[src/rtl/tile_judge.sv]
// Purpose: rhythm-game controller that paces the tile shift register, judges key presses
//          against the bottom row, and keeps score, lives and the idle/play/over sequence.
// Latency: key falling -> correct_in/miss 3 clocks (2-flop sync + edge detect + register).
//          Backpressure: none. shift is deferred one clock when it collides with correct_in.
module tile_judge #(
    parameter int unsigned PERIOD_INIT = 25_000_000,
    parameter int unsigned PERIOD_STEP = 1_500_000,
    parameter int unsigned PERIOD_MIN  = 5_000_000,
    parameter int unsigned LIVES       = 3
) (
    input  logic       clk,
    input  logic       resetn,
    input  logic       startn,
    input  logic [3:0] keys,
    input  logic [2:0] line_6,
    output logic       shift,
    output logic       correct_in,
    output logic       miss,
    output logic [7:0] score,
    output logic [1:0] lives,
    output logic [5:0] current_st,
    output logic       game_over
);

    localparam logic [31:0] P_INIT     = 32'(PERIOD_INIT);
    localparam logic [31:0] P_STEP     = 32'(PERIOD_STEP);
    localparam logic [31:0] P_MIN      = 32'(PERIOD_MIN);
    localparam logic [1:0]  LIVES_INIT = 2'(LIVES);

    typedef enum logic [1:0] {
        ST_IDLE = 2'd0,
        ST_PLAY = 2'd1,
        ST_OVER = 2'd2
    } state_t;

    // Synchroniser stages; the third stage holds the previous synchronised value for edge detection.
    logic       start_s1_q, start_s1_d;
    logic       start_s2_q, start_s2_d;
    logic       start_s3_q, start_s3_d;
    logic [3:0] key_s1_q, key_s1_d;
    logic [3:0] key_s2_q, key_s2_d;
    logic [3:0] key_s3_q, key_s3_d;

    // Game state.
    state_t      state_q, state_d;
    logic [31:0] timer_q, timer_d;
    logic [31:0] period_q, period_d;   // period requested by the score
    logic [31:0] active_q, active_d;   // period the running timer uses, reloaded on wrap
    logic        pending_q, pending_d;
    logic        tile_taken_q, tile_taken_d;
    logic        shift_q, shift_d;
    logic        correct_q, correct_d;
    logic        miss_q, miss_d;
    logic [7:0]  score_q, score_d;
    logic [1:0]  lives_q, lives_d;

    // Combinational helpers.
    logic       start_edge;
    logic [3:0] key_edge;
    logic [2:0] eff_col;
    logic [3:0] eff_mask;
    logic       tick;
    logic       hit;
    logic       key_miss;
    logic       fall_miss;
    logic       shift_go;

    // Synchroniser next-state: plain shift chains for start and each key.
    always_comb begin
        start_s1_d = startn;
        start_s2_d = start_s1_q;
        start_s3_d = start_s2_q;
        key_s1_d   = keys;
        key_s2_d   = key_s1_q;
        key_s3_d   = key_s2_q;
    end

    // Effective bottom row: a tile already judged, or an out-of-range code, reads as empty.
    always_comb begin
        eff_col  = line_6;
        eff_mask = 4'b0000;
        if (tile_taken_q || (line_6 > 3'd4)) begin
            eff_col = 3'd0;
        end
        case (eff_col)
            3'd1:    eff_mask = 4'b0001;
            3'd2:    eff_mask = 4'b0010;
            3'd3:    eff_mask = 4'b0100;
            3'd4:    eff_mask = 4'b1000;
            default: eff_mask = 4'b0000;
        endcase
    end

    // Next-state for the game FSM, timer, judging, score and lives.
    always_comb begin
        state_d      = state_q;
        timer_d      = timer_q;
        period_d     = period_q;
        active_d     = active_q;
        pending_d    = pending_q;
        tile_taken_d = tile_taken_q;
        shift_d      = 1'b0;
        correct_d    = 1'b0;
        miss_d       = 1'b0;
        score_d      = score_q;
        lives_d      = lives_q;

        start_edge = start_s3_q & ~start_s2_q;
        key_edge   = key_s3_q & ~key_s2_q;
        tick       = 1'b0;
        hit        = 1'b0;
        key_miss   = 1'b0;
        fall_miss  = 1'b0;
        shift_go   = 1'b0;

        case (state_q)
            ST_IDLE: begin
                if (start_edge) begin
                    state_d      = ST_PLAY;
                    score_d      = 8'd0;
                    lives_d      = LIVES_INIT;
                    timer_d      = 32'd0;
                    period_d     = P_INIT;
                    active_d     = P_INIT;
                    tile_taken_d = 1'b0;
                    pending_d    = 1'b0;
                end
            end

            ST_PLAY: begin
                if (lives_q == 2'd0) begin
                    state_d = ST_OVER;
                end else begin
                    tick    = (timer_q == (active_q - 32'd1));
                    timer_d = tick ? 32'd0 : (timer_q + 32'd1);

                    // A single edge on the column under the bottom tile is a hit;
                    // anything else (wrong column, empty row, chords) is a miss.
                    hit      = (key_edge != 4'b0000) && (key_edge == eff_mask);
                    key_miss = (key_edge != 4'b0000) && !hit;

                    if (hit) begin
                        correct_d    = 1'b1;
                        tile_taken_d = 1'b1;
                        if (score_q != 8'hFF) begin
                            score_d = score_q + 8'd1;
                            if (score_d[3:0] == 4'd0) begin
                                period_d = (period_q >= (P_MIN + P_STEP)) ?
                                           (period_q - P_STEP) : P_MIN;
                            end
                        end
                    end

                    // The shift register lets correct_in win, so a colliding shift waits a clock.
                    shift_go  = tick | pending_q;
                    shift_d   = shift_go & ~hit;
                    pending_d = shift_go & hit;

                    if (shift_d) begin
                        tile_taken_d = 1'b0;
                        fall_miss    = (eff_col != 3'd0);
                    end

                    if (key_miss || fall_miss) begin
                        miss_d  = 1'b1;
                        lives_d = lives_q - 2'd1;
                    end

                    if (tick) begin
                        active_d = period_d;
                    end
                end
            end

            ST_OVER: begin
                if (start_edge) begin
                    state_d = ST_IDLE;
                end
            end

            default: begin
                state_d = ST_IDLE;
            end
        endcase
    end

    // State register with synchronous active-low reset; synchronisers reset to the released level.
    always_ff @(posedge clk) begin
        if (!resetn) begin
            start_s1_q   <= 1'b1;
            start_s2_q   <= 1'b1;
            start_s3_q   <= 1'b1;
            key_s1_q     <= 4'hF;
            key_s2_q     <= 4'hF;
            key_s3_q     <= 4'hF;
            state_q      <= ST_IDLE;
            timer_q      <= 32'd0;
            period_q     <= P_INIT;
            active_q     <= P_INIT;
            pending_q    <= 1'b0;
            tile_taken_q <= 1'b0;
            shift_q      <= 1'b0;
            correct_q    <= 1'b0;
            miss_q       <= 1'b0;
            score_q      <= 8'd0;
            lives_q      <= LIVES_INIT;
        end else begin
            start_s1_q   <= start_s1_d;
            start_s2_q   <= start_s2_d;
            start_s3_q   <= start_s3_d;
            key_s1_q     <= key_s1_d;
            key_s2_q     <= key_s2_d;
            key_s3_q     <= key_s3_d;
            state_q      <= state_d;
            timer_q      <= timer_d;
            period_q     <= period_d;
            active_q     <= active_d;
            pending_q    <= pending_d;
            tile_taken_q <= tile_taken_d;
            shift_q      <= shift_d;
            correct_q    <= correct_d;
            miss_q       <= miss_d;
            score_q      <= score_d;
            lives_q      <= lives_d;
        end
    end

    assign shift      = shift_q;
    assign correct_in = correct_q;
    assign miss       = miss_q;
    assign score      = score_q;
    assign lives      = lives_q;
    assign current_st = {4'b0000, state_q};
    assign game_over  = (state_q == ST_OVER);

endmodule

[config.mk]
export PLATFORM = sky130hd
export DESIGN_NAME = tile_judge
export DESIGN_NICKNAME = d
export VERILOG_FILES = /design/src/rtl/tile_judge.sv
export SDC_FILE = /design/constraint.sdc
export NUM_CORES = 1
export LEC_CHECK = 0
export ABC_AREA = 1
export BUFFER_PORTS_ARGS = -buffer_cell sky130_fd_sc_hd__buf_2
export CELL_PAD_IN_SITES_DETAIL_PLACEMENT = 0
export CELL_PAD_IN_SITES_GLOBAL_PLACEMENT = 1
export CORE_UTILIZATION = 45
export DETAILED_ROUTE_END_ITERATION = 16
export PLACE_DENSITY = 0.78
export SLEW_MARGIN = 20
export SYNTH_ARGS = -nofsm -noshare
export SYNTH_HDL_FRONTEND = slang
export SYNTH_SLANG_ARGS = --single-unit
[constraint.sdc]
create_clock -name clk -period 3.15 [get_ports clk]
set_clock_uncertainty 0.1 [all_clocks]
set_input_delay 0.4725 -clock clk [delete_from_list [all_inputs] [get_ports clk]]
set_output_delay 0.4725 -clock clk [all_outputs]
set_load 0.01 [all_outputs]
==> results.ini <==
[synth]
synth_edf_count=0
synthArstFlopShare_pct=0
synth-warning-count=0
ys_top_cells_by_count=301 x nand2_1, 129 x nor2_1, 128 x dfxtp_1
synth-seq-cells=128
syn_area_per_cell_um2=6.56
yosysTopAreaCell=dfxtp_1
ys_seq_area_share_pct=33.0
synth_ff_type=dfxtp_1
yosysUniqueCellTypes=46
syn_area_mm2=0.00776
synth.area.top_cells=dfxtp_1 33%, nand2_1 15%, nor2_1 6.2%
syn_inst=1183
yosysMostFrequentCell=nand2_1
synth_top_area_share_pct=33.0

[min_path]
min_path_cells=2
min_to=key_s1_q[2]$_SDFF_PN1_
min_from=keys[2]
hold_path.class=in -> reg

[timing]
worst_pin_slew_ns=0.735
hold_viol=0
period_minus_slack_ns=2.82
rsz0062_at_grt=false
finalSetupTns_ns=0
setup_viol=0
slew_headroom_pct=51.0
layout_setup_ws_ns=0.335
period_share_pct=89.4
max_freq_mhz=355
maxSlewViolCount=0

[run]
maxCapViolCount=0

[power_and_ir_drop]
power_frac_comb_pct=12.7
swShare_pct=29.1
p_clk_share_pct=45.8
p_switching_mw=1.26
ir_drop_uv=377
seq_power_share_pct=41.5
internal_power_mw=3.07
power_density_mw_per_mm2=500
p_leak_nw=3.52
power.total_mw=4.32

[cells_and_area]
layout-drive-gt1-share_pct=10.8
area_delta_synth_final_pct=11.4
num-nets-final=1212
diodes=0
final_util_pct=51.8

[cts]
cts-resized-gates=0
htree_levels=4
post-cts-setup-buffers=0
cts_hold_buf=0
path_clk_slew_ns=0.06
insertion_delay_ns=0.42
root_buffer=clkbuf_16
tritoncts=yes
numCtsBuffers=17
max-clock-path-buffers=2
clock_sinks=128

[setup_path]
cp-start-kind=flop
rrSetupSlack_ns=0.33
crit_fanout=14
critPathMostFrequentCell=nand2_1
path_class=reg -> reg
reg2regPathDepth=17
crit_required_ns=3.34
path_depth=17
slowest_stage=dfxtp_1
crit_family=simple AND/OR/NAND/NOR gates
critPathMaxStageDelay_ns=0.33
cp_cell_sequence=inv_1 -> ha_1 -> nand2_2 -> nor2_1 -> nand2_1 -> inv_2 -> nand2_1 -> nand2_1 -> nand2_1 -> nor2_1 -> nand2_1 -> nor2_1 -> nand3_2 -> nand2_1 -> nand2_1 -> a21oi_1 -> a211oi_1
r2r-start=active_q[0]$_SDFFE_PN0P_
cp-end-kind=flop
crit_arrival_ns=3.01
worst-path-buf-inv=2
r2r-end=active_q[4]$_SDFFE_PN0P_

[floorplan]
fp.coreArea_mm2=0.0167
io_pins=30
start_util_pct=46.5
die_w_um=133
rows=47
die_h_um=133
design.die.area_mm2=0.0178

[routing]
met1_length_um=10400
routed_wl_um=20200
wl_met2_um=8860
drt-wirelength-per-cell_um=14.1
top_layer=met4
wl_met3_um=632
antenna_left=0
dr.pass1.iters=4
route.detailed.drc=0
avgViaCountPerCell=5.13
dr.first_iter.drc_count=491
num_vias=7330

[grt]
grt_usage_pct=23.8
grt_pass1_wl_um=33700
grt_max_degree=51
grt.overflow.total=0
antenna_found_initial=0
grt_pass1_vias=6718

[place]
post-place-ws_ns=0.312
hpwl_um=15000
portBuffers=25
place_congestion=0.905

[run_status]
outcome=finished clean

## per-stage QoR
step | area, um^2 | hold WS (ns) | instances
after global placement | 8060 | 0.295 | 1397
after floorplan | 7770 | 0.292 | 1186
final | 8650 | 0.132 | 1429
after global routing | 8650 | 0.116 | 1429
after detailed placement | 8060 | 0.297 | 1397
after CTS | 8650 | 0.114 | 1429
## power by group through the flow
stage,clock network [mW],logic (mW),registers [mW]
detailed placement,0,0.551,1.83
global route,2.11,0.620,1.81
CTS,2.02,0.553,1.79
global placement,0,0.548,1.83
floorplan,0,0.437,1.80
finish,1.98,0.549,1.79
## worst max path at each step
stage / slack [ns] / end / startpoint
finish: 0.33 / active_q[4]$_SDFFE_PN0P_ / active_q[0]$_SDFFE_PN0P_
global route: 0.03 / active_q[4]$_SDFFE_PN0P_ / active_q[0]$_SDFFE_PN0P_
CTS: 0.29 / active_q[4]$_SDFFE_PN0P_ / active_q[15]$_SDFFE_PN0P_
detailed placement: 0.31 / active_q[4]$_SDFFE_PN0P_ / active_q[15]$_SDFFE_PN0P_
global placement: 0.34 / score[4]$_SDFFE_PN0P_ / line_6[2]
floorplan: 0.89 / timer_q[21]$_SDFFE_PN0P_ / active_q[0]$_SDFFE_PN0P_
## worst reg2reg max path, delay by kind of cell, from the launching register on
kind                       cells  cell delay, ns
AOI/OAI and AO/OA              2            0.34
and+or+nand+nor               12            1.54
adders and majority gates      1            0.20
DFF                            1            0.33
buffers and inverters          2            0.20
## routing by layer
layer | up-vias | GRT usage (%)
met1 | 3297 | 33.2
li1 | 3888 | -
met4 | 0 | 6.94
met2 | 117 | 37.3
met5 | - | 0
met3 | 28 | 4.60
## placed cells by master (no fill, tap or decap), types with 4 or more instances in the layout
cell type	count
nand2_1	301
a21oi_1	96
o211ai_1	7
buf_2	25
ha_1	6
nor2_2	11
nor2_4	5
o21bai_1	5
a211oi_1	6
inv_2	6
inv_6	4
inv_1	113
nor3_1	17
clkbuf_16	17
dfxtp_1	128
o21ai_0	58
buf_4	8
conb_1	4
or2_2	23
o211ai_2	4
nand4_1	25
nand3_1	84
o21ai_1	7
nand3b_1	19
xnor2_1	18
nor2_1	128
nand2_2	5
xor2_1	37
## state kept, by name (all words and copies together), names as in the netlist, 2 cells and up
name and count:
active_q 32, period_q 32, timer_q 32, score 8
key_s1_q 4, key_s2_q 4, key_s3_q 4, lives 2
state_q 2
## final cells by class
class                      count  area, um^2
clock buffer                  18         429
clock inverter                14         156
fill                        1717        8050
inverter                     121         454
multi-input combinational    892        4520
sequential                   128        2560
tap                          220         275
timing repair buffer          36         245
## logic make-up after synthesis
group / Yosys count / share of synthesized area [%]
xor+xnor: 56 / 6.50
flops: 128 / 33.0
other cells: 1 / 0.0483
buf+inv: 166 / 9.00
fa+ha+maj: 6 / 0.968
simple gates: 629 / 36.0
compound gates: 197 / 14.5
No activity file was read; power rests on OpenSTA's default activity.
